--- src/rtl/iter_div_unit_if.sv ---
// ============================================================================
//  Module      : iter_div_unit_if
//  Description : Request/result bundle between decode/control and the
//                iterative divider.
//  Revision    : 1.0 - initial release
// ============================================================================
`default_nettype none

interface iter_div_unit_if #(
    parameter int WIDTH = 32
);
    logic             start;
    logic             is_signed;
    logic [WIDTH-1:0] dividend;
    logic [WIDTH-1:0] divisor;
    logic             flush;
    logic             busy;
    logic             done;
    logic [WIDTH-1:0] quotient;
    logic [WIDTH-1:0] remainder;
    logic             div_by_zero;

    modport master (
        output start, is_signed, dividend, divisor, flush,
        input  busy, done, quotient, remainder, div_by_zero
    );

    modport slave (
        input  start, is_signed, dividend, divisor, flush,
        output busy, done, quotient, remainder, div_by_zero
    );
endinterface

`default_nettype wire

--- src/rtl/iter_div_unit.sv ---
// ============================================================================
//  Module      : iter_div_unit
//  Description : Multicycle radix-2 restoring divider, signed/unsigned,
//                WIDTH iterations plus a sign-fixup cycle.
//  Revision    : 1.0 - initial release
// ============================================================================
`default_nettype none

module iter_div_unit #(
    parameter int WIDTH = 32,
    parameter int CNT_W = 6
) (
    input  logic              clk,
    input  logic              reset,
    iter_div_unit_if.slave    bus
);

    typedef enum logic [1:0] {
        S_IDLE = 2'd0,
        S_RUN  = 2'd1,
        S_FIX  = 2'd2,
        S_DONE = 2'd3
    } state_t;

    localparam logic [CNT_W-1:0] c_cnt_init = CNT_W'(WIDTH - 1);
    localparam logic [CNT_W-1:0] c_cnt_one  = CNT_W'(1);

    state_t           r_state;
    state_t           w_state_next;

    logic [CNT_W-1:0] r_cnt;
    logic [WIDTH-1:0] r_rem;
    logic [WIDTH-1:0] r_quo;
    logic [WIDTH-1:0] r_dvsr;
    logic [WIDTH-1:0] r_dvnd_orig;
    logic             r_sign_q;
    logic             r_sign_r;
    logic             r_zero;
    logic [WIDTH-1:0] r_quotient;
    logic [WIDTH-1:0] r_remainder;
    logic             r_dbz;

    logic [WIDTH-1:0] w_dvnd_abs;
    logic [WIDTH-1:0] w_dvsr_abs;
    logic [WIDTH:0]   w_rem_sh;
    logic [WIDTH:0]   w_diff;
    logic             w_borrow;
    logic [WIDTH-1:0] w_rem_next;
    logic [WIDTH-1:0] w_q_fix;
    logic [WIDTH-1:0] w_r_fix;
    logic             w_unused;

    assign w_dvnd_abs = (bus.is_signed && bus.dividend[WIDTH-1]) ? -bus.dividend : bus.dividend;
    assign w_dvsr_abs = (bus.is_signed && bus.divisor[WIDTH-1])  ? -bus.divisor  : bus.divisor;

    // Shifted partial remainder can reach 2*|divisor|-1, so the trial
    // subtraction needs one extra bit; the result always fits WIDTH bits.
    assign w_rem_sh   = {r_rem, r_quo[WIDTH-1]};
    assign w_borrow   = (w_rem_sh < {1'b0, r_dvsr});
    assign w_diff     = w_rem_sh - {1'b0, r_dvsr};
    assign w_rem_next = w_borrow ? w_rem_sh[WIDTH-1:0] : w_diff[WIDTH-1:0];
    assign w_unused   = w_diff[WIDTH];

    assign w_q_fix = r_sign_q ? -r_quo : r_quo;
    assign w_r_fix = r_sign_r ? -r_rem : r_rem;

    always_ff @(posedge clk or posedge reset) begin
        if (reset) begin
            r_state <= S_IDLE;
        end else begin
            r_state <= w_state_next;
        end
    end

    always_comb begin
        w_state_next = r_state;
        case (r_state)
            S_IDLE: if (bus.start) w_state_next = S_RUN;
            S_RUN: begin
                if (bus.flush)          w_state_next = S_IDLE;
                else if (r_cnt == '0)   w_state_next = S_FIX;
            end
            S_FIX:  w_state_next = bus.flush ? S_IDLE : S_DONE;
            S_DONE: w_state_next = S_IDLE;
            default: w_state_next = S_IDLE;
        endcase
    end

    always_ff @(posedge clk or posedge reset) begin
        if (reset) begin
            r_cnt       <= '0;
            r_rem       <= '0;
            r_quo       <= '0;
            r_dvsr      <= '0;
            r_dvnd_orig <= '0;
            r_sign_q    <= 1'b0;
            r_sign_r    <= 1'b0;
            r_zero      <= 1'b0;
            r_quotient  <= '0;
            r_remainder <= '0;
            r_dbz       <= 1'b0;
        end else begin
            case (r_state)
                S_IDLE: begin
                    if (bus.start) begin
                        r_sign_q    <= bus.is_signed & (bus.dividend[WIDTH-1] ^ bus.divisor[WIDTH-1]);
                        r_sign_r    <= bus.is_signed & bus.dividend[WIDTH-1];
                        r_quo       <= w_dvnd_abs;
                        r_dvsr      <= w_dvsr_abs;
                        r_dvnd_orig <= bus.dividend;
                        r_zero      <= (bus.divisor == '0);
                        r_rem       <= '0;
                        r_cnt       <= c_cnt_init;
                    end
                end
                S_RUN: begin
                    r_rem <= w_rem_next;
                    r_quo <= {r_quo[WIDTH-2:0], ~w_borrow};
                    r_cnt <= r_cnt - c_cnt_one;
                end
                S_FIX: begin
                    if (!bus.flush) begin
                        r_quotient  <= r_zero ? '0 : w_q_fix;
                        r_remainder <= r_zero ? r_dvnd_orig : w_r_fix;
                        r_dbz       <= r_zero;
                    end
                end
                default: ;
            endcase
        end
    end

    assign bus.busy        = (r_state != S_IDLE);
    assign bus.done        = (r_state == S_DONE);
    assign bus.quotient    = r_quotient;
    assign bus.remainder   = r_remainder;
    assign bus.div_by_zero = r_dbz;

endmodule

`default_nettype wire

--- src/flat_wrapper.sv ---
// flat-port wrapper written by rule: the top's interface ports become plain ports
module iter_div_unit_flat 
#(
    parameter int WIDTH = 32,
    parameter int CNT_W = 6
)
  (clk, reset, bus_start, bus_is_signed, bus_dividend, bus_divisor, bus_flush, bus_busy, bus_done, bus_quotient, bus_remainder, bus_div_by_zero);
  iter_div_unit_if #(.WIDTH(WIDTH)) bus_i ();
  input  logic clk;
  input  logic reset;
  input wire logic [$bits(bus_i.start)-1:0] bus_start;
  input wire logic [$bits(bus_i.is_signed)-1:0] bus_is_signed;
  input wire logic [$bits(bus_i.dividend)-1:0] bus_dividend;
  input wire logic [$bits(bus_i.divisor)-1:0] bus_divisor;
  input wire logic [$bits(bus_i.flush)-1:0] bus_flush;
  output wire logic [$bits(bus_i.busy)-1:0] bus_busy;
  output wire logic [$bits(bus_i.done)-1:0] bus_done;
  output wire logic [$bits(bus_i.quotient)-1:0] bus_quotient;
  output wire logic [$bits(bus_i.remainder)-1:0] bus_remainder;
  output wire logic [$bits(bus_i.div_by_zero)-1:0] bus_div_by_zero;
  assign bus_i.start = bus_start;
  assign bus_i.is_signed = bus_is_signed;
  assign bus_i.dividend = bus_dividend;
  assign bus_i.divisor = bus_divisor;
  assign bus_i.flush = bus_flush;
  assign bus_busy = bus_i.busy;
  assign bus_done = bus_i.done;
  assign bus_quotient = bus_i.quotient;
  assign bus_remainder = bus_i.remainder;
  assign bus_div_by_zero = bus_i.div_by_zero;
  iter_div_unit #(.WIDTH(WIDTH), .CNT_W(CNT_W)) u_core (.clk(clk), .reset(reset), .bus(bus_i));
endmodule
--- config.mk ---
export PLATFORM = sky130hd
export DESIGN_NAME = iter_div_unit_flat
export DESIGN_NICKNAME = d
export VERILOG_FILES = /design/src/rtl/iter_div_unit_if.sv /design/src/rtl/iter_div_unit.sv /design/src/flat_wrapper.sv
export SDC_FILE = /design/constraint.sdc
export NUM_CORES = 1
export LEC_CHECK = 0
export CAP_MARGIN = 10
export CORE_ASPECT_RATIO = 0.7
export CORE_MARGIN = 8
export CORE_UTILIZATION = 45
export CTS_BUF_LIST = sky130_fd_sc_hd__clkbuf_16
export DETAILED_ROUTE_END_ITERATION = 8
export PLACE_DENSITY = 0.75
export SLEW_MARGIN = 10
export SYNTH_ARGS = -nofsm -noshare
export SYNTH_HDL_FRONTEND = slang
export SYNTH_SLANG_ARGS = --single-unit
--- constraint.sdc ---
create_clock -name clk -period 8.4 [get_ports clk]
set_clock_uncertainty 0.15 [all_clocks]
set_input_delay 1.26 -clock clk [delete_from_list [all_inputs] [get_ports clk]]
set_output_delay 1.26 -clock clk [all_outputs]
set_load 0.005 [all_outputs]
==> metrics.md <==
| Metric | Value |
|---|---|
| Status | finished, final reports clean |
| Post-synthesis mux area share | 0.00936 |
| Residual DRC | 0 |
| Post-synth top cells | 267 x nand2_1, 204 x dfrtp_1, 159 x o21ai_0 |
| Via count | 11700 |
| Finish-stage setup viols | 0 |
| Synth top area share | 0.394 |
| DR pass1 iterations | 5 |
| Number of synthesized register bits | 204 |
| CTS resizes | 0 |
| # clock sinks | 204 |
| Post-CTS Hold Buffers | 0 |
| Most frequent CP cell | o21ai_0 |
| Initial antenna violation count | 1 |
| Diode count | 0 |
| Max Buffers Root-to-Sink | 3 |
| Initial Util | 0.453 |
| R2R Path End | u_core.r_rem[9] |
| # rows | 52 |
| Final core occ | 0.531 |
| Clock Power Share | 0.205 |
| GRT Total Usage | 0.212 |
| Final WL | 36.8 mm |
| DIE HEIGHT | 158 µm |
| Core Area | 0.0286 mm² |
| CP max stage delay | 830 ps |
| Top cells by area, synth | dfrtp_1 39%, nand2_1 7.7%, o21ai_0 6.1% |
| Data arrival, critical path | 4080 ps |
| TritonCTS buffer count | 23 |
| Die width | 219 µm |
| Part of the Yosys area used for sequential elements | 0.394 |
| RSZ-0062 raised after global routing | no |
| Die area | 0.0346 mm² |
| Cell with the most instances after synthesis | nand2_1 |
| Least-Margin Pin Slew | 1090 ps |
| Reg-to-Reg Start | u_core.r_rem[7] |
| Setup repair bufs after CTS | 0 |
| Netlist area before placement | 0.0130 mm² |
| Hold path cells | 2 |
| Antenna viol nets, final | 0 |
| Slew HR | 0.275 |
| Vias in the first global route | 11400 |
| Vias per Instance | 5.85 |
| Share of cells above drive strength 1 | 0.0498 |
| Asr flop ratio synth | 1.00 |
| Xor/xnor cell area share of the yosys netlist | 0.0926 |
| Prevailing post-synth register cell | dfrtp_1 |
| Crit path max fanout | 16 |
| Clock Latency Late Sink | 510 ps |
| Setup TNS | 0 ps |
| Largest family of logic cells by synthesized area | compound AO/OA/AOI/OAI gates |
| Switching pwr | 2.04 mW |
| Area delta synth->final | 17.3% |
| Yosys top cell by area | dfrtp_1 |
| Total grt overflow | 0 |
| Min-Delay Path Class | flip-flop to flip-flop |
| First-pass GRT wire length | 60.3 mm |
| Complex-gate fraction of the synthesized area | 0.223 |
| Initial drt markers | 1186 |
| Max-slew violation count | 0 |
| Element type at the critical path start | flip-flop |
| Sequence of cells on the critical path | ha_1 -> a2111oi_0 -> o21ai_0 -> a21oi_1 -> o211ai_2 -> nand4b_4 -> a211oi_4 -> buf_4 -> o21ai_0 -> o211ai_1 |
| Detail Placement HPWL | 26.3 mm |
| Seq pwr share | 0.327 |
| Number of flops mapped to enable cells by yosys | 0 |
| Simple-gate share of the synthesized area | 0.196 |
| Mapped Nets | 1646 |
| Int Pwr | 2.69 mW |
| Clock root cell | clkbuf_16 |
| Combinational Power Share | 0.469 |
| Critical path type | flip-flop to flip-flop |
| Sw frac | 0.432 |
| Cell area power density | 311 mW/mm² |
| Wire length per cell | 18.4 µm |
| Max cap viols | 0 |
| Req. time, crit path | 8600 ps |
| Maximum VDD drop | 163 µV |
| Final #Nets | 1722 |
| CTS tree | yes |
| H-tree Lvls | 1 |
| Hold Crit Endpoint | u_core.bus.quotient[28] |
| Final worst-path cycle share | 0.462 |
| Pin count of the biggest net entering global routing | 130 |
| Origin of the worst min-delay path | u_core.bus.quotient[28] |
| R2R setup slack | 4520 ps |
| Depth of the most critical reg-to-reg path | 10 |
| Max frequency | 0.258 GHz |
| Tmin final | 3880 ps |
| Final Hold Viols | 0 |
| Synth warnings | 0 |
| Cell count after synthesis | 1538 |
| CP top delay family | compound AO/OA/AOI/OAI gates |
| Io pins | 136 |
| Mean area per synthesized cell | 8.43 µm² |
| CP endpoint kind | flip-flop |
| Clk pin slew, worst setup/hold paths | 70 ps |
| Gp weighted congestion | 0.916 |
| Leak | 6.51 nW |
| Crit path buf inv count | 1 |
| Unique masters post-synth | 85 |
| Synth Area in Adders | 0.0382 |
| I/O Buffers | 135 |
| Worst path slowest cell | o21ai_0 |
-- power groups by stage --
stage	logic (mW)	registers, mW	clock network, mW
5_1_grt	2.48	1.58	1.03
2_1_floorplan	1.68	1.43	0
4_1_cts	2.19	1.54	0.986
6_report	2.22	1.55	0.969
3_3_place_gp	2.12	1.54	0
3_5_place_dp	2.17	1.55	0
-- area by class of cell --
class                           instances  area, µm²
Clock buffer                           23        576
Clock inverter                         16        131
Fill cell                            2637      13400
Inverter                               56        218
Multi-Input combinational cell       1183       7270
Sequential cell                       204       5110
Tap cell                              378        473
Timing Repair Buffer                  146       1430
-- worst reg2reg max path, cell delays in order, from the launching register on --
cell and delay [ps]:
dfrtp_1 480, ha_1 400, a2111oi_0 410, o21ai_0 200, a21oi_1 240, o211ai_2 210
nand4b_4 180, a211oi_4 130, buf_4 250, o21ai_0 830, o211ai_1 230
-- cell usage in the layout (no fill, tap or decap), types with 11 or more instances in the layout --
| cell type | n |
|---|---|
| and2_1 | 11 |
| xnor2_1 | 57 |
| nor2_1 | 71 |
| o21ai_1 | 16 |
| o211ai_1 | 16 |
| a22oi_1 | 32 |
| nand2_1 | 266 |
| nor3_1 | 33 |
| xor2_1 | 80 |
| o41ai_1 | 11 |
| buf_4 | 11 |
| nor4_1 | 11 |
| inv_1 | 59 |
| clkdlybuf4s50_1 | 135 |
| clkbuf_16 | 23 |
| nand3_1 | 51 |
| mux2i_1 | 11 |
| o31ai_1 | 50 |
| dfrtp_1 | 203 |
| o21ai_0 | 159 |
| a21o_1 | 13 |
| a21oi_1 | 100 |
| ha_1 | 38 |
| nand4_1 | 19 |
-- metal layers --
metal / routed length [µm] / track usage / part of all wire / vias to the layer above
met5: 13 / 0 / 0.00035 / -
met4: 716 / 0.0479 / 0.019 / 2
met3: 2700 / 0.0393 / 0.073 / 59
met2: 16200 / 0.324 / 0.44 / 414
met1: 17200 / 0.307 / 0.47 / 5643
li1: - / - / - / 5608
-- through the flow --
step | total power [mW] | worst slack, ps | hold slack (ps) | std cells | cell area (µm²)
floorplan | 3.11 | 1420 | 295 | 1538 | 13000
global placement | 3.66 | 4290 | 308 | 1967 | 14500
detailed placement | 3.73 | 4210 | 313 | 1967 | 14500
CTS | 4.72 | 4660 | 329 | 2006 | 15200
global route | 5.08 | 4370 | 346 | 2006 | 15200
finish | 4.73 | 4520 | 325 | 2006 | 15200
-- logic make-up (layout without fill, tap and decap cells) --
kind of cell,count (synthesis),count (layout)
buffers and inverters,151,241
muxes,12,12
AOI/OAI and AO/OA,459,459
xor gates and xnor gates,137,137
DFF,204,204
adders and majority gates,39,39
and+or+nand+nor,536,536
-- sequential cells by signal, indices dropped and copies added, names as in the netlist --
name	count
u_core.r_quo	32
u_core.r_rem	32
u_core.r_dvnd_orig	32
u_core.r_state	2
u_core.r_sign_q	1
u_core.bus.quotient	32
u_core.r_dvsr	32
u_core.r_cnt	6
u_core.r_sign_r	1
u_core.r_zero	1
u_core.bus.div_by_zero	1
u_core.bus.remainder	32
-- worst max path at each step --
stage,start,end,depth (start not counted)
floorplan,reset,u_core.bus.div_by_zero,1
global placement,bus_dividend[2],u_core.r_quo[27],9
CTS,u_core.r_rem[7],u_core.r_rem[9],10
finish,u_core.r_rem[7],u_core.r_rem[9],10
global route,u_core.r_dvsr[1],u_core.r_rem[9],11
detailed placement,bus_dividend[4],u_core.r_quo[27],9
Note: power is estimated with default switching activity, not from simulation.
